[src/rtl/draw_pkg.sv]
// Shared definitions for the screen draw sequencer: screen codes, pixel field widths and FSM states.
package draw_pkg;

    localparam int X_W      = 8;
    localparam int Y_W      = 7;
    localparam int COL_W    = 3;
    localparam int N_SRC    = 3;
    localparam int SCREEN_W = 160;
    localparam int SCREEN_H = 120;

    localparam logic [1:0] SCR_SPLASH  = 2'd0;
    localparam logic [1:0] SCR_VICTORY = 2'd1;
    localparam logic [1:0] SCR_DEATH   = 2'd2;
    localparam logic [1:0] SCR_INVALID = 2'd3;

    typedef enum logic [2:0] {
        ST_IDLE  = 3'd0,
        ST_CLEAR = 3'd1,
        ST_DRAW  = 3'd2,
        ST_FLUSH = 3'd3,
        ST_FIN   = 3'd4,
        ST_ABORT = 3'd5
    } state_t;

    function automatic logic [N_SRC-1:0] screen_onehot(input logic [1:0] scr);
        logic [N_SRC-1:0] oh;
        case (scr)
            SCR_SPLASH:  oh = 3'b001;
            SCR_VICTORY: oh = 3'b010;
            SCR_DEATH:   oh = 3'b100;
            default:     oh = 3'b000;
        endcase
        return oh;
    endfunction

endpackage

[src/rtl/coord_delay_pipe.sv]
// DEPTH-stage register pipe of {x, y, valid} that re-times drawer coordinates to the image RAM latency.
module coord_delay_pipe #(
    parameter int DEPTH = 1,
    parameter int X_W   = 8,
    parameter int Y_W   = 7
) (
    input  logic           clock,
    input  logic           reset_n,
    input  logic           clear,
    input  logic           shift,
    input  logic           bubble,
    input  logic [X_W-1:0] in_x,
    input  logic [Y_W-1:0] in_y,
    input  logic           in_valid,
    output logic [X_W-1:0] out_x,
    output logic [Y_W-1:0] out_y,
    output logic           out_valid
);

    logic [X_W-1:0]   x_r [DEPTH];
    logic [Y_W-1:0]   y_r [DEPTH];
    logic [DEPTH-1:0] valid_r;

    // A bubble repeats the stage-0 coordinate so the drained pipe output holds its last value
    always_ff @(posedge clock) begin
        if (!reset_n || clear) begin
            for (int i = 0; i < DEPTH; i++) begin
                x_r[i] <= '0;
                y_r[i] <= '0;
            end
            valid_r <= '0;
        end else if (shift) begin
            if (bubble) begin
                x_r[0]     <= x_r[0];
                y_r[0]     <= y_r[0];
                valid_r[0] <= 1'b0;
            end else begin
                x_r[0]     <= in_x;
                y_r[0]     <= in_y;
                valid_r[0] <= in_valid;
            end
            for (int i = 1; i < DEPTH; i++) begin
                x_r[i]     <= x_r[i-1];
                y_r[i]     <= y_r[i-1];
                valid_r[i] <= valid_r[i-1];
            end
        end else begin
            valid_r <= valid_r;
        end
    end

    assign out_x     = x_r[DEPTH-1];
    assign out_y     = y_r[DEPTH-1];
    assign out_valid = valid_r[DEPTH-1];

endmodule

[src/rtl/screen_draw_ctrl.sv]
// Sequencer and pixel mux between the splash/victory/death drawers and the VGA adapter write port.
// Clears and enables the selected drawer, re-times its coordinates, and reports busy/done/err.
module screen_draw_ctrl
    import draw_pkg::*;
#(
    parameter int RAM_LATENCY   = 1,
    parameter int MAX_CYCLES    = 20000,
    parameter int SCREEN_PIXELS = 19200
) (
    input  logic             clock,
    input  logic             reset_n,
    input  logic             req,
    input  logic [1:0]       req_screen,
    output logic             busy,
    output logic             done,
    output logic             err,
    output logic [2:0]       src_enable,
    output logic [2:0]       src_clear_n,
    input  logic [23:0]      src_x,
    input  logic [20:0]      src_y,
    input  logic [8:0]       src_col,
    input  logic [2:0]       src_done,
    output logic [X_W-1:0]   vga_x,
    output logic [Y_W-1:0]   vga_y,
    output logic [COL_W-1:0] vga_col,
    output logic             vga_plot
);

    localparam int              WD_W       = $clog2(SCREEN_PIXELS + 1);
    localparam logic [WD_W-1:0] WD_LAST    = WD_W'(MAX_CYCLES - 1);
    localparam logic [1:0]      FLUSH_LAST = 2'(RAM_LATENCY - 1);

    state_t            state_r, state_s;
    logic [1:0]        sel_r, sel_s;
    logic [WD_W-1:0]   wd_r, wd_s;
    logic [1:0]        flush_cnt_r, flush_cnt_s;
    logic              busy_r, busy_s, done_r, done_s, err_r, err_s;
    logic              active_r, active_s;
    logic [2:0]        src_enable_r, src_enable_s;
    logic [2:0]        src_clear_n_r, src_clear_n_s;
    logic [COL_W-1:0]  col_hold_r;

    logic [X_W-1:0]    x_sel_s, pipe_x_s;
    logic [Y_W-1:0]    y_sel_s, pipe_y_s;
    logic [COL_W-1:0]  col_sel_s;
    logic              done_sel_s, pipe_valid_s;
    logic              pipe_clear_s, pipe_shift_s, pipe_bubble_s, pipe_in_valid_s;

    // Select the latched drawer's stream; other drawers never reach the outputs
    always_comb begin
        x_sel_s    = 8'd0;
        y_sel_s    = 7'd0;
        col_sel_s  = 3'd0;
        done_sel_s = 1'b0;
        case (sel_r)
            SCR_SPLASH: begin
                x_sel_s    = src_x[7:0];
                y_sel_s    = src_y[6:0];
                col_sel_s  = src_col[2:0];
                done_sel_s = src_done[0];
            end
            SCR_VICTORY: begin
                x_sel_s    = src_x[15:8];
                y_sel_s    = src_y[13:7];
                col_sel_s  = src_col[5:3];
                done_sel_s = src_done[1];
            end
            SCR_DEATH: begin
                x_sel_s    = src_x[23:16];
                y_sel_s    = src_y[20:14];
                col_sel_s  = src_col[8:6];
                done_sel_s = src_done[2];
            end
            default: begin
                x_sel_s    = 8'd0;
                y_sel_s    = 7'd0;
                col_sel_s  = 3'd0;
                done_sel_s = 1'b0;
            end
        endcase
    end

    // Next-state logic; outputs are decoded from the next state so they register in step with it
    always_comb begin
        state_s     = state_r;
        sel_s       = sel_r;
        wd_s        = wd_r;
        flush_cnt_s = flush_cnt_r;
        case (state_r)
            ST_IDLE: begin
                if (req && (req_screen != SCR_INVALID)) begin
                    sel_s   = req_screen;
                    state_s = ST_CLEAR;
                end else begin
                    state_s = ST_IDLE;
                end
            end
            ST_CLEAR: begin
                wd_s    = '0;
                state_s = ST_DRAW;
            end
            ST_DRAW: begin
                wd_s        = wd_r + 1'b1;
                flush_cnt_s = 2'd0;
                if (done_sel_s) begin
                    state_s = ST_FLUSH;
                end else if (wd_r == WD_LAST) begin
                    state_s = ST_ABORT;
                end else begin
                    state_s = ST_DRAW;
                end
            end
            ST_FLUSH: begin
                if (flush_cnt_r == FLUSH_LAST) begin
                    state_s = ST_FIN;
                end else begin
                    flush_cnt_s = flush_cnt_r + 2'd1;
                    state_s     = ST_FLUSH;
                end
            end
            ST_FIN:   state_s = ST_IDLE;
            ST_ABORT: state_s = ST_IDLE;
            default:  state_s = ST_IDLE;
        endcase

        busy_s        = (state_s != ST_IDLE);
        done_s        = (state_s == ST_FIN);
        err_s         = (state_s == ST_ABORT);
        active_s      = (state_s == ST_DRAW) || (state_s == ST_FLUSH);
        src_enable_s  = (state_s == ST_DRAW)  ? screen_onehot(sel_s) : 3'b000;
        src_clear_n_s = (state_s == ST_CLEAR) ? ~screen_onehot(sel_s) : 3'b111;
    end

    // State and registered handshake/drawer-control outputs; drawers stay cleared while reset is held
    always_ff @(posedge clock) begin
        if (!reset_n) begin
            state_r       <= ST_IDLE;
            sel_r         <= 2'd0;
            wd_r          <= '0;
            flush_cnt_r   <= 2'd0;
            busy_r        <= 1'b0;
            done_r        <= 1'b0;
            err_r         <= 1'b0;
            active_r      <= 1'b0;
            src_enable_r  <= 3'b000;
            src_clear_n_r <= 3'b000;
            col_hold_r    <= 3'd0;
        end else begin
            state_r       <= state_s;
            sel_r         <= sel_s;
            wd_r          <= wd_s;
            flush_cnt_r   <= flush_cnt_s;
            busy_r        <= busy_s;
            done_r        <= done_s;
            err_r         <= err_s;
            active_r      <= active_s;
            src_enable_r  <= src_enable_s;
            src_clear_n_r <= src_clear_n_s;
            col_hold_r    <= active_r ? col_sel_s : col_hold_r;
        end
    end

    assign pipe_shift_s    = (state_r == ST_DRAW) || (state_r == ST_FLUSH);
    assign pipe_bubble_s   = (state_r == ST_FLUSH);
    assign pipe_clear_s    = (state_s == ST_ABORT);
    assign pipe_in_valid_s = ~done_sel_s;

    coord_delay_pipe #(
        .DEPTH (RAM_LATENCY),
        .X_W   (X_W),
        .Y_W   (Y_W)
    ) u_pipe (
        .clock     (clock),
        .reset_n   (reset_n),
        .clear     (pipe_clear_s),
        .shift     (pipe_shift_s),
        .bubble    (pipe_bubble_s),
        .in_x      (x_sel_s),
        .in_y      (y_sel_s),
        .in_valid  (pipe_in_valid_s),
        .out_x     (pipe_x_s),
        .out_y     (pipe_y_s),
        .out_valid (pipe_valid_s)
    );

    // Colour arrives from the image RAM in the same cycle as the re-timed coordinate, so it is not re-registered
    assign vga_col     = active_r ? col_sel_s : col_hold_r;
    assign vga_x       = pipe_x_s;
    assign vga_y       = pipe_y_s;
    assign vga_plot    = pipe_valid_s;
    assign busy        = busy_r;
    assign done        = done_r;
    assign err         = err_r;
    assign src_enable  = src_enable_r;
    assign src_clear_n = src_clear_n_r;

endmodule

[config.mk]
export PLATFORM = sky130hd
export DESIGN_NAME = screen_draw_ctrl
export DESIGN_NICKNAME = d
export VERILOG_FILES = /design/src/rtl/draw_pkg.sv /design/src/rtl/coord_delay_pipe.sv /design/src/rtl/screen_draw_ctrl.sv
export SDC_FILE = /design/constraint.sdc
export NUM_CORES = 1
export LEC_CHECK = 0
export CELL_PAD_IN_SITES_DETAIL_PLACEMENT = 0
export CELL_PAD_IN_SITES_GLOBAL_PLACEMENT = 1
export CORE_ASPECT_RATIO = 0.5
export CORE_MARGIN = 3
export CORE_UTILIZATION = 33
export CTS_CLUSTER_SIZE = 30
export DETAILED_ROUTE_END_ITERATION = 16
export HOLD_SLACK_MARGIN = 0.06
export PLACE_DENSITY_LB_ADDON = 0.1
export SLEW_MARGIN = 20
export SYNTH_ARGS = -nofsm -noshare
export SYNTH_HDL_FRONTEND = slang
export SYNTH_SLANG_ARGS = --single-unit
[constraint.sdc]
create_clock -name clock -period 2.4 [get_ports clock]
set_input_delay 0.24 -clock clock [delete_from_list [all_inputs] [get_ports clock]]
set_output_delay 0.24 -clock clock [all_outputs]
set_load 0.05 [all_outputs]
Word-level counts from Yosys, hierarchy flattened. Memories as Yosys holds them, arrays and structs flattened. Cells that the tools add are included.

Add/subtract/negate cells: 2. $mul: 0. Divide/modulo/power cells: 0. $lt $le $gt $ge: 0. Equal/unequal tests: 15. Shifts and indexed selects: 0. Muxes and demuxes: 36. Bitwise logic cells: 2. Reductions and logical operators: 18.

Operator list (count): $pmux 15 s2 (1); $pmux 8 s3 (1); $pmux 7 s3 (1); $pmux 3 s3 (2); $mux 1 (16); $mux 8 (2); $reduce_or 8->1 (2); $add 15x1->15 const B (1); $eq 15x15->1 const B (1); $mux 3 (5); $mux 7 (2); $reduce_or 7->1 (2); $eq 3x2->1 const B (4); $pmux 3 s4 (1); $eq 3x1->1 const B (2); $eq 3x3->1 const B (2); $logic_not 2->1 (3); $mux 2 (3); $eq 2x1->1 const B (2); $eq 2x2->1 const B (2); $ne 2x2->1 const B (2); $pmux 2 s2 (1); $reduce_and 2->1 (2); $reduce_bool 2->1 (2); 9 further kinds (11).

Register bits after elaboration: 36. Bits in latches: 0. Memory bits (writable): 15. Memory bits (read-only): 0. Logic and storage cells: 87. Memories: 2.

Memories: u_pipe.x_r (words 1, width 8, read ports 1, clocked after memory_dff 0, wr ports 1, RTL line coord_delay_pipe.sv:20) `logic [X_W-1:0] x_r [DEPTH];`; u_pipe.y_r (words 1, width 7, read ports 1, clocked after memory_dff 0, wr ports 1, RTL line coord_delay_pipe.sv:21) `logic [Y_W-1:0] y_r [DEPTH];`.

Depth between registers and ports, before layout. Gate-level depths: netlist (run 1).

Depth after elaboration: 11. Gate-level depth with buffers: 6. Gate-level depth less buffers: 6.

Modules after synthesis. Synthesis (run 1) repeated with hierarchy kept, for this count alone.

Cell total of the unflattened synthesis: 283. Area total of the unflattened synthesis: 2586.2 um^2.

By module, submodules not included: screen_draw_ctrl (instances 1, cells each 244, area each 1958.1 um^2, sequential area each 700.7 um^2); coord_delay_pipe (instances 1, cells each 39, area each 628.1 um^2, sequential area each 470.5 um^2).

Least setup slack after synthesis (run 1). Ideal clock, no wire load.

Path type: flip-flop to output port. From: reg sel_r[1]. To: out vga_col[0]. Data arrival time: 1.821 ns. Path slack: 0.339 ns. Cell stages (with the launch flop): 7. Path buffers: 2. Path through: dfxtp_1 -> clkbuf_1 -> buf_2 -> mux2i_1 -> nor2_1 -> a21oi_1 -> a21oi_1.

Word-level cells in the longest chain between the ends: 3. Elaborated cells between the ends (all ways): 5. Those cells by class: 2 x eq/ne; 2 x mux; 1 x reduce/logical.

RTL lines: start, declared (RTL line screen_draw_ctrl.sv:34) `logic [1:0] sel_r, sel_s;`; start signal, assigned (RTL line screen_draw_ctrl.sv:150) `sel_r <= sel_s;`; $eq 2x2->1 (tied with other cells) (RTL line screen_draw_ctrl.sv:55) `case (sel_r)`; $pmux 3 s3 (*) (RTL line screen_draw_ctrl.sv:55); $mux 3 (*) (RTL line screen_draw_ctrl.sv:187) `assign vga_col = active_r ? col_sel_s : col_hold_r;`; end, declared (RTL line screen_draw_ctrl.sv:25) `output logic [COL_W-1:0] vga_col,`.

Every way passes the cells marked *; elsewhere a longest branch is shown, timed or not.

Worst setup path in the final report (run 1).
From: reg wd_r[0]. To: mem u_pipe.y_r[0][0] (data pin).

Word-level cells in the longest chain between the ends: 11. Elaborated cells between the ends (all ways): 14. Those cells by class: 2 x eq/ne; 9 x mux; 3 x reduce/logical.

RTL lines: start, declared (RTL line screen_draw_ctrl.sv:35) `logic [WD_W-1:0] wd_r, wd_s;`; start signal, assigned (RTL line screen_draw_ctrl.sv:151) `wd_r <= wd_s;`; $eq 15x15->1 (*) (RTL line screen_draw_ctrl.sv:107) `end else if (wd_r == WD_LAST) begin`; $mux 3 (*) (RTL line screen_draw_ctrl.sv:107); $mux 3 (*) (RTL line screen_draw_ctrl.sv:105) `if (done_sel_s) begin`; $pmux 3 s4 (*) (RTL line screen_draw_ctrl.sv:89) `case (state_r)`; $eq 3x3->1 (*) (RTL line screen_draw_ctrl.sv:165) `assign pipe_clear_s = (state_s == ST_ABORT);`; $logic_or 1x1->1 (*) (RTL line coord_delay_pipe.sv:26) `if (!reset_n || clear) begin`; $mux 1 (2 in series); $reduce_or 7->1 (no source line); $mux 7 (no source line); $mux 7 (no source line) (*); end, declared (RTL line coord_delay_pipe.sv:21).

Marked as above.

==> results of run 1 <==
## flip-flops by register name, indices dropped and copies added (netlist names), 2 cells and up
register     cells
state_r          3
src_clear_n      3
u_pipe.x_r       8
src_enable       3
col_hold_r       3
sel_r            2
wd_r            15
u_pipe.y_r       7
flush_cnt_r      2
## area by class of cell
class,instances,area (sq um)
fillers,661,3320
multi-input cells,206,1260
flip-flops and latches,51,1170
repair buffers,101,1010
clock buffers,7,133
well taps,92,115
inverters,6,22.5
clock inverters,1,5.00
## worst max-delay path: cells and delay by family, from the launching register on
kind / cells / cell delay, ps
simple gates: 3 / 910
compound gates: 1 / 160
buf+inv: 1 / 240
fa+ha+maj: 1 / 240
flops: 1 / 390
## synth_stat cells (all sizes together) (6+ instances only)
library cell   n
edfxtp        15
mux2i         21
inv            6
nand3          8
nor2          55
a21oi         36
buf            6
clkbuf        11
nand2         12
dfxtp         36
o21ai          7
## cell families after synthesis
kind of cell / after synthesis / share of synthesized area, %
AO/OA/AOI/OAI: 64 / 15.6
XOR/XNOR: 1 / 0.346
adder cells (fa/ha/maj): 2 / 0.989
buffers and inverters: 23 / 3.86
flip-flops: 51 / 46.3
multiplexers: 25 / 10.1
AND/OR/NAND/NOR: 114 / 22.8
## path summary, 6_finish.rpt
kind / from / end / slack, ps
setup / recovery: wd_r[0] / u_pipe.y_r[0][0] / 190
hold / removal: u_pipe.out_valid / u_pipe.out_valid / 470
setup reg to reg: wd_r[0] / u_pipe.y_r[0][0] / 190
hold reg to reg: u_pipe.out_valid / u_pipe.out_valid / 470
## power groups by stage
stage	Clock [mW]	Combinational, mW	Sequential, mW
after detailed placement	0	0.625	0.984
final	0.672	0.622	0.965
after global routing	0.733	0.673	0.969
after CTS	0.703	0.628	0.965
after floorplan	0	0.250	1.08
after global placement	0	0.624	0.982
## routing by layer
layer / GRT usage (%) / share of wire, % / up-vias
met5: 0 / 0 / -
met4: 4.66 / 0.82 / 0
met3: 4.29 / 6.7 / 6
li1: - / - / 1200
met1: 19.3 / 46 / 1072
met2: 26.8 / 47 / 59
## layout by cell type, fill, tap and decap left out, types with 3 or more instances in the layout
| master | Yosys | routed |
|---|---|---|
| sky130_fd_sc_hd__clkdlybuf4s50_1 | 0 | 86 |
| sky130_fd_sc_hd__nor2_1 | 53 | 53 |
| sky130_fd_sc_hd__nand2b_1 | 5 | 5 |
| sky130_fd_sc_hd__inv_1 | 6 | 6 |
| sky130_fd_sc_hd__dfxtp_1 | 36 | 36 |
| sky130_fd_sc_hd__nand4_1 | 5 | 5 |
| sky130_fd_sc_hd__a21oi_1 | 36 | 36 |
| sky130_fd_sc_hd__nand3b_1 | 3 | 3 |
| sky130_fd_sc_hd__nand2_1 | 12 | 12 |
| sky130_fd_sc_hd__edfxtp_1 | 15 | 15 |
| sky130_fd_sc_hd__o21ai_0 | 7 | 7 |
| sky130_fd_sc_hd__clkbuf_16 | 0 | 5 |
| sky130_fd_sc_hd__nand3_1 | 8 | 8 |
| sky130_fd_sc_hd__o21a_1 | 3 | 3 |
| sky130_fd_sc_hd__a211oi_1 | 5 | 5 |
| sky130_fd_sc_hd__a22oi_1 | 3 | 3 |
| sky130_fd_sc_hd__mux2i_1 | 21 | 21 |
| sky130_fd_sc_hd__nor3_1 | 4 | 4 |
| sky130_fd_sc_hd__buf_12 | 0 | 3 |
| sky130_fd_sc_hd__nor4_1 | 4 | 4 |
| sky130_fd_sc_hd__mux2_2 | 4 | 4 |
| sky130_fd_sc_hd__buf_4 | 0 | 12 |
## per-stage QoR
stage / utilization [%] / instance area, sq um / instances
finish: 52.8 / 3720 / 464
global route: 52.8 / 3720 / 464
CTS: 52.8 / 3720 / 464
detailed placement: 50.8 / 3580 / 456
global placement: 50.8 / 3580 / 456
floorplan: - / 2530 / 280
==> flow_summary.ini, run 1 <==
[cells_and_area]
drive_gt1_share_pct = 9.68
area_delta_synth_final_pct = 47.0
insertedDiodeCount = 0
finalNetCount = 435

[critical_path]
rr_worst_depth = 6
worstSetupStartpointType = flip-flop
worstPathMaxFanout = 17
timing.critical_path.slowest_stage_cell = sky130_fd_sc_hd__or4_4
worst_ep_arrival_time_ps = 2250
critical_path.endpoint_type = flip-flop
crit_path_cell_trace = ha_1, nand4_1, or4_4, o211ai_4, buf_4, nor2_1
ws_path_type = flip-flop to flip-flop
cp_slowest_stage_delay_ps = 630
data_required_time_of_the_critical_path_ps = 2440

[logic_synthesis]
syn-cell-area_sq_um = 2530
synth_nets = 344
yosys_warnings = 0
netlist.top_cell.by_area = sky130_fd_sc_hd__dfxtp_1
synth-seq-cells = 51
async_reset_ff_share_pct = 0
synth.top_cell.area_share_pct = 28.5
synth.distinct_cells = 47
synth-main-ff-cell = sky130_fd_sc_hd__dfxtp_1
synth_cells = 280
synth.area.top_cells = sky130_fd_sc_hd__dfxtp_1 29%, sky130_fd_sc_hd__edfxtp_1 18%, sky130_fd_sc_hd__mux2i_1 8.3%
synth_edf_count = 15
postSynthAreaPerCell_sq_um = 9.03
ys_seq_area_share_pct = 46.3

[power_and_ir_drop]
power_density_nw_per_um2 = 608
pwr-share-clk_pct = 29.8
swShare_pct = 29.3
power_frac_comb_pct = 27.5
net_switching_power_mw = 0.661
power_leakage_nw = 1.33
p_total_mw = 2.26
power.sequential.fraction_pct = 42.7
ir_worst_vdd_v = 0.000281
power_report.internal_total_mw = 1.60

[drt]
avgRoutedWirePerCell_um = 14.7
drt-pass1-iter-count = 4
remaining_antenna_violation_count = 0
detail_route.vias_per_cell = 5.04
routed_wl_um = 6830
drc_violation_count_after_routing = 0
dr_total_vias = 2337
initialDrtViolationCount = 97

[timing]
final.setup_skew_ps = 2.18
timing_max_transition_violations_final = 0
final_ws_setup_ps = 193
finalCritPeriodShare_pct = 92.0
fmax_mhz = 453
rsz0062_at_grt = false
tns_ps = 0
hold_violations = 0
setup_violations = 0
worstMarginPinSlew_ps = 563
finalWorstPathRequiredPeriod_ps = 2210
worst_slew_margin_pct = 62.1
fin_hold_ws_ps = 475

[grt]
gr-usage-all-layers_pct = 15.6
grt_overflow = 0
first_global_vias = 2244
grt_start_max_net_pins = 22
grt_first_pass_wirelength_um = 10700
grt_antenna_before_repair = 0

[placement]
place.detailed.hpwl_um = 5140
port_buffers = 89
post-place-ws_ps = 203
gpl.final_weighted_congestion = 0.741

[die]
die_x_um = 130
floorplan.initialDensity_pct = 35.9
top_level_ports = 90
placement_rows = 21
floorplan.core_area_sq_um = 7040
floorplan.die_area_sq_um = 8810
die_h_um = 67.9

[clock_network]
h-tree-depth = 2
register_clock_pin_slew_on_the_reported_worst_setup_and_hold_paths_ps = 60
clock_sink_count = 51
cts_tree = yes
postCtsSetupRepairBufs = 0
cts-root-to-sink-buffers = 2
cts.root.buffer_cell = sky130_fd_sc_hd__clkbuf_16
post_cts.resized_instances = 0
cts-buffers-inserted = 5
worstSkewPairLatency_ps = 290
cts_hold_buffers = 0

[run]
drv_cap = 0

[run_status]
status = finished, final reports clean

[min_path]
hold_path.class = flip-flop to flip-flop
hold_path_depth = 2
(Power assumes the default switching activity.)
==> run 2, diff against run 1 <==
- CORE_UTILIZATION: 33 -> 35
- clock period: 2.4 -> 2.8 ns (I/O delays scaled with it)
==> run 2 against run 1 <==
  * First-iteration DRC count increased by 7.2%
  * Sequential share of layout area increased by 0.14 points
  * Via count increased by 0.56%
  * Die area decreased by 5.3%
  * Largest power group unchanged
  * Sequential power decreased by 14%
  * Critical path depth decreased by 1
  * Sequential cell count unchanged
  * Count of clock-buffer cells in the layout decreased by 1
  * Global-route usage increased by 1.4 points
  * Clock skew increased by 4.0 ps
  * Utilization increased by 1.4 points
==> flow_summary.ini, run 2 (synthesis results as in run 1) <==
[run_status]
status = finished, final reports clean

[drt]
drc_violation_count_after_routing = 0
detail_route.vias_per_cell = 5.12
routed_wl_um = 6910
remaining_antenna_violation_count = 0
drt-pass1-iter-count = 4
initialDrtViolationCount = 104
dr_total_vias = 2350
avgRoutedWirePerCell_um = 15.1

[min_path]
hold_path.class = flip-flop to flip-flop
hold_path_depth = 2
min_delay_worst_endpoint = u_pipe.out_valid
hold_path.startpoint = u_pipe.out_valid

[clock_network]
cts_tree = yes
cts-buffers-inserted = 5
h-tree-depth = 2
postCtsSetupRepairBufs = 0
register_clock_pin_slew_on_the_reported_worst_setup_and_hold_paths_ps = 70
cts.root.buffer_cell = sky130_fd_sc_hd__clkbuf_16
clock_sink_count = 51
cts-root-to-sink-buffers = 2
cts_hold_buffers = 0
post_cts.resized_instances = 0
worstSkewPairLatency_ps = 290

[placement]
place.detailed.hpwl_um = 5220
port_buffers = 89
post-place-ws_ps = 486
gpl.final_weighted_congestion = 0.797

[timing]
setup_violations = 0
final_ws_setup_ps = 474
hold_violations = 0
fin_hold_ws_ps = 470
timing_max_transition_violations_final = 0
tns_ps = 0
rsz0062_at_grt = false
finalWorstPathRequiredPeriod_ps = 2330
final.setup_skew_ps = 6.19
finalCritPeriodShare_pct = 83.1
worstMarginPinSlew_ps = 653
fmax_mhz = 430
worst_slew_margin_pct = 56.4

[critical_path]
worstPathMaxFanout = 17
worst_r2r_startpoint = wd_r[0]
rr_worst_depth = 5
data_required_time_of_the_critical_path_ps = 2820
capture_instance_of_the_worst_register_to_register_path = u_pipe.y_r[0][0]
worst_ep_arrival_time_ps = 2340
timing.reg2reg.setup_slack_ps = 470
ws_path_type = flip-flop to flip-flop
critical_path.endpoint_type = flip-flop
worstSetupStartpointType = flip-flop

[die]
placement_rows = 21
floorplan.die_area_sq_um = 8340
top_level_ports = 90
die_h_um = 66.1
floorplan.initialDensity_pct = 37.0
die_x_um = 126
floorplan.core_area_sq_um = 6830

[cells_and_area]
register_with_the_highest_flop_count = wd_r
insertedDiodeCount = 0
area_delta_synth_final_pct = 46.4
largest_register_ffs = 15
drive_gt1_share_pct = 8.72
biggest_registers_after_layout = wd_r (15), u_pipe.x_r (8), u_pipe.y_r (7)
top_library_cells_by_usage_in_the_layout_fill_and_taps_aside = 86 x sky130_fd_sc_hd__clkdlybuf4s50_1, 53 x sky130_fd_sc_hd__nor2_1, 36 x sky130_fd_sc_hd__a21oi_1, 36 x sky130_fd_sc_hd__dfxtp_1, 21 x sky130_fd_sc_hd__mux2i_1
finalNetCount = 430
final_common_cell = sky130_fd_sc_hd__clkdlybuf4s50_1

[power_and_ir_drop]
ir_worst_vdd_v = 0.000236
power_leakage_nw = 1.32
power_density_nw_per_um2 = 539
power.sequential.fraction_pct = 41.6
power_report.internal_total_mw = 1.41
swShare_pct = 29.2
power_frac_comb_pct = 26.4
net_switching_power_mw = 0.583
pwr-share-clk_pct = 32.1

[grt]
grt_first_pass_wirelength_um = 11300
gr-usage-all-layers_pct = 17.0
first_global_vias = 2266
grt_start_max_net_pins = 22
grt_overflow = 0
grt_antenna_before_repair = 0

[run]
drv_cap = 0
==> run 2: how the worst max path moves through the flow <==
stage | startpoint | to | slack (ps) | depth (start not counted)
after floorplan | sel_r[1] | vga_col[0] | 700 | 6
final | wd_r[0] | u_pipe.y_r[0][0] | 470 | 5
after global placement | wd_r[0] | u_pipe.x_r[0][1] | 550 | 5
after global routing | wd_r[0] | u_pipe.x_r[0][0] | 310 | 5
after detailed placement | wd_r[0] | u_pipe.x_r[0][0] | 490 | 5
after CTS | wd_r[0] | u_pipe.y_r[0][2] | 480 | 5
==> run 2: per-stage QoR <==
stage	utilization [%]	area [sq um]	total power, mW	std cells
after global placement	51.8	3540	1.37	451
final	54.2	3700	2.00	459
after global routing	54.2	3700	2.09	459
after floorplan	-	2530	1.14	280
after CTS	54.2	3700	2.02	459
after detailed placement	51.8	3540	1.37	451
==> run 2: metal layers <==
metal  wire length, um  vias to the layer above  share of wire [%]  global-route usage (%)
met5                 0                        -                  0                       0
met4                46                        0               0.67                    3.61
met3               435                        5                6.3                    4.03
li1                  -                     1184                  -                       -
met1              3470                     1087                 50                    22.9
met2              2970                       74                 43                    28.0
==> run 2: cell type report <==
type                            instances  area, sq um
Inverter                                6         22.5
Clock inverter                          2         8.76
Timing Repair Buffer                   96          973
Clock buffer                            6          150
Fill cell                             615         3130
Sequential cell                        51         1170
Tap cell                               92          115
Multi-Input combinational cell        206         1260
==> run 2: power groups by stage <==
stage / sequential (mW) / clock [mW] / combinational (mW)
2_1_floorplan: 0.929 / 0 / 0.214
3_3_place_gp: 0.844 / 0 / 0.526
3_5_place_dp: 0.846 / 0 / 0.527
4_1_cts: 0.830 / 0.658 / 0.530
5_1_grt: 0.835 / 0.689 / 0.563
6_report: 0.829 / 0.640 / 0.526
==> run 2: critical path: stages (launching register included) <==
cell and delay (ps):
sky130_fd_sc_hd__dfxtp_1 390, sky130_fd_sc_hd__ha_1 240, sky130_fd_sc_hd__nand4_1 210, sky130_fd_sc_hd__or4_4 630, sky130_fd_sc_hd__o211ai_4 470, sky130_fd_sc_hd__nor2_1 110
==> run 3, diff against run 2 <==
- CORE_UTILIZATION: 35 -> 30
- clock period: 2.8 -> 2.09 ns (I/O delays scaled with it)
==> run 3 against run 2 <==
  * Fmax is 15% higher
  * First-iteration DRC count increased by 28%
  * Utilization is 4.8 points lower
  * Die area up 15%
  * Sequential power up 34%
  * Clock power up 20%
  * Critical path type unchanged
  * Wire length increased by 1.0%
  * Count of clock-buffer cells in the layout did not move
  * Register-to-register slack got worse by 410 ps
  * Critical path depth stayed put
  * Combinational power increased by 38%
  * Worst hold slack got worse by 0.93 ps
==> flow_summary.ini, run 3 (synthesis results as in run 1) <==
[drt]
dr_total_vias = 2397
drt-pass1-iter-count = 4
remaining_antenna_violation_count = 0
detail_route.vias_per_cell = 4.90
avgRoutedWirePerCell_um = 14.3
initialDrtViolationCount = 133
drc_violation_count_after_routing = 0
routed_wl_um = 6980

[cells_and_area]
area_delta_synth_final_pct = 51.0
drive_gt1_share_pct = 12.1
final_common_cell = sky130_fd_sc_hd__clkdlybuf4s50_1
biggest_registers_after_layout = wd_r (15), u_pipe.x_r (8), u_pipe.y_r (7)
total_of_fill_cells_in_the_finished_design = 738
insertedDiodeCount = 0
register_with_the_highest_flop_count = wd_r
sequential_cell_area_sq_um = 1170
end_of_flow_core_utilization_pct = 49.4
combined_area_of_the_multi_input_logic_cells_sq_um = 1260
largest_register_ffs = 15
post-route-cell-area_sq_um = 3820
finalNetCount = 444
top_library_cells_by_usage_in_the_layout_fill_and_taps_aside = 86 x sky130_fd_sc_hd__clkdlybuf4s50_1, 53 x sky130_fd_sc_hd__nor2_1, 36 x sky130_fd_sc_hd__a21oi_1

[power_and_ir_drop]
ir_worst_vdd_v = 0.000309
power_leakage_nw = 1.39
power_density_nw_per_um2 = 680
p_total_mw = 2.60

[clock_network]
cts-root-to-sink-buffers = 2
register_clock_pin_slew_on_the_reported_worst_setup_and_hold_paths_ps = 60
worstSkewPairLatency_ps = 280
postCtsSetupRepairBufs = 0
cts.root.buffer_cell = sky130_fd_sc_hd__clkbuf_16
clock_sink_count = 51
h-tree-depth = 2
cts-buffers-inserted = 5
cts_tree = yes

[run]
drv_cap = 0

[timing]
fmax_mhz = 493
fin_hold_ws_ps = 469
hold_violations = 0
setup_violations = 0
final_ws_setup_ps = 62.4
worstMarginPinSlew_ps = 533
timing_max_transition_violations_final = 0
finalCritPeriodShare_pct = 97.0
finalWorstPathRequiredPeriod_ps = 2030
worst_slew_margin_pct = 64.3
rsz0062_at_grt = true
final.setup_skew_ps = 4.69

[critical_path]
critical_path.endpoint_type = flip-flop
worstPathMaxFanout = 17
ws_path_type = flip-flop to flip-flop
data_required_time_of_the_critical_path_ps = 2130
worstSetupStartpointType = flip-flop
worst_ep_arrival_time_ps = 2070

[die]
die_x_um = 136
floorplan.core_area_sq_um = 7730
floorplan.die_area_sq_um = 9630
floorplan.initialDensity_pct = 32.7
top_level_ports = 90
die_h_um = 70.9
placement_rows = 22

[grt]
first_global_vias = 2355
grt_start_max_net_pins = 22
grt_antenna_before_repair = 0
grt_overflow = 0
grt_first_pass_wirelength_um = 11400
gr-usage-all-layers_pct = 14.7

[placement]
detailed_place.area_sq_um = 3680
place.detailed.hpwl_um = 5370
gpl.final_weighted_congestion = 0.785
post-place-ws_ps = 57.0
port_buffers = 89

[min_path]
hold_path.class = flip-flop to flip-flop

[run_status]
status = finished, final reports clean
## run 3: cell count changes in the layout (fill, tap and decap cells not counted), sizes merged
cell	previous run	this run
buf	10	24
## run 3: critical path: stages, from the launching register on
cell and delay (ps):
sky130_fd_sc_hd__dfxtp_1 310, sky130_fd_sc_hd__or4b_1 510, sky130_fd_sc_hd__or4_4 540, sky130_fd_sc_hd__o211ai_4 200
sky130_fd_sc_hd__buf_12 170, sky130_fd_sc_hd__nor2_1 50
## run 3: path summary, 6_finish.rpt
check	from	cells after the start	endpoint	slack [ps]
worst max-delay path	wd_r[8]	5	u_pipe.y_r[0][5]	60
worst max register to register	wd_r[8]	5	u_pipe.y_r[0][5]	60
worst min register to register	u_pipe.out_valid	2	u_pipe.out_valid	470
worst min-delay path	u_pipe.out_valid	2	u_pipe.out_valid	470
## run 3: stage by stage
stage | TNS, ps | instances
floorplan | 0 | 280
global placement | 0 | 481
detailed placement | 0 | 481
CTS | 0 | 489
global route | -1.05 | 489
finish | 0 | 489
## run 3: layout make-up
type / instances / area share (%)
clock buffers: 6 / 3.37
clock inverters: 2 / 0.229
inverters: 6 / 0.590
multi-input cells: 206 / 33.0
flip-flops and latches: 51 / 30.7
well taps: 108 / 3.54
repair buffers: 110 / 28.6
## run 3: layer usage
metal / GRT usage, % / wire length (um) / share of wire, %
met5: 0 / 0 / 0
met4: 2.46 / 19 / 0.27
met3: 4.76 / 477 / 6.8
met2: 25.3 / 3270 / 47
met1: 18.4 / 3220 / 46
## run 3: power breakdown
part	internal, mW	switching [mW]	total [mW]
logic	0.321	0.404	0.724
clock network	0.438	0.328	0.766
registers	1.08	0.0301	1.11
## run 3: timing repair
action / 4_1_cts / 5_1_grt
hold buffers: 0 / 0
resized for setup: 0 / 1
endpoints found under the setup margin: 0 / 2
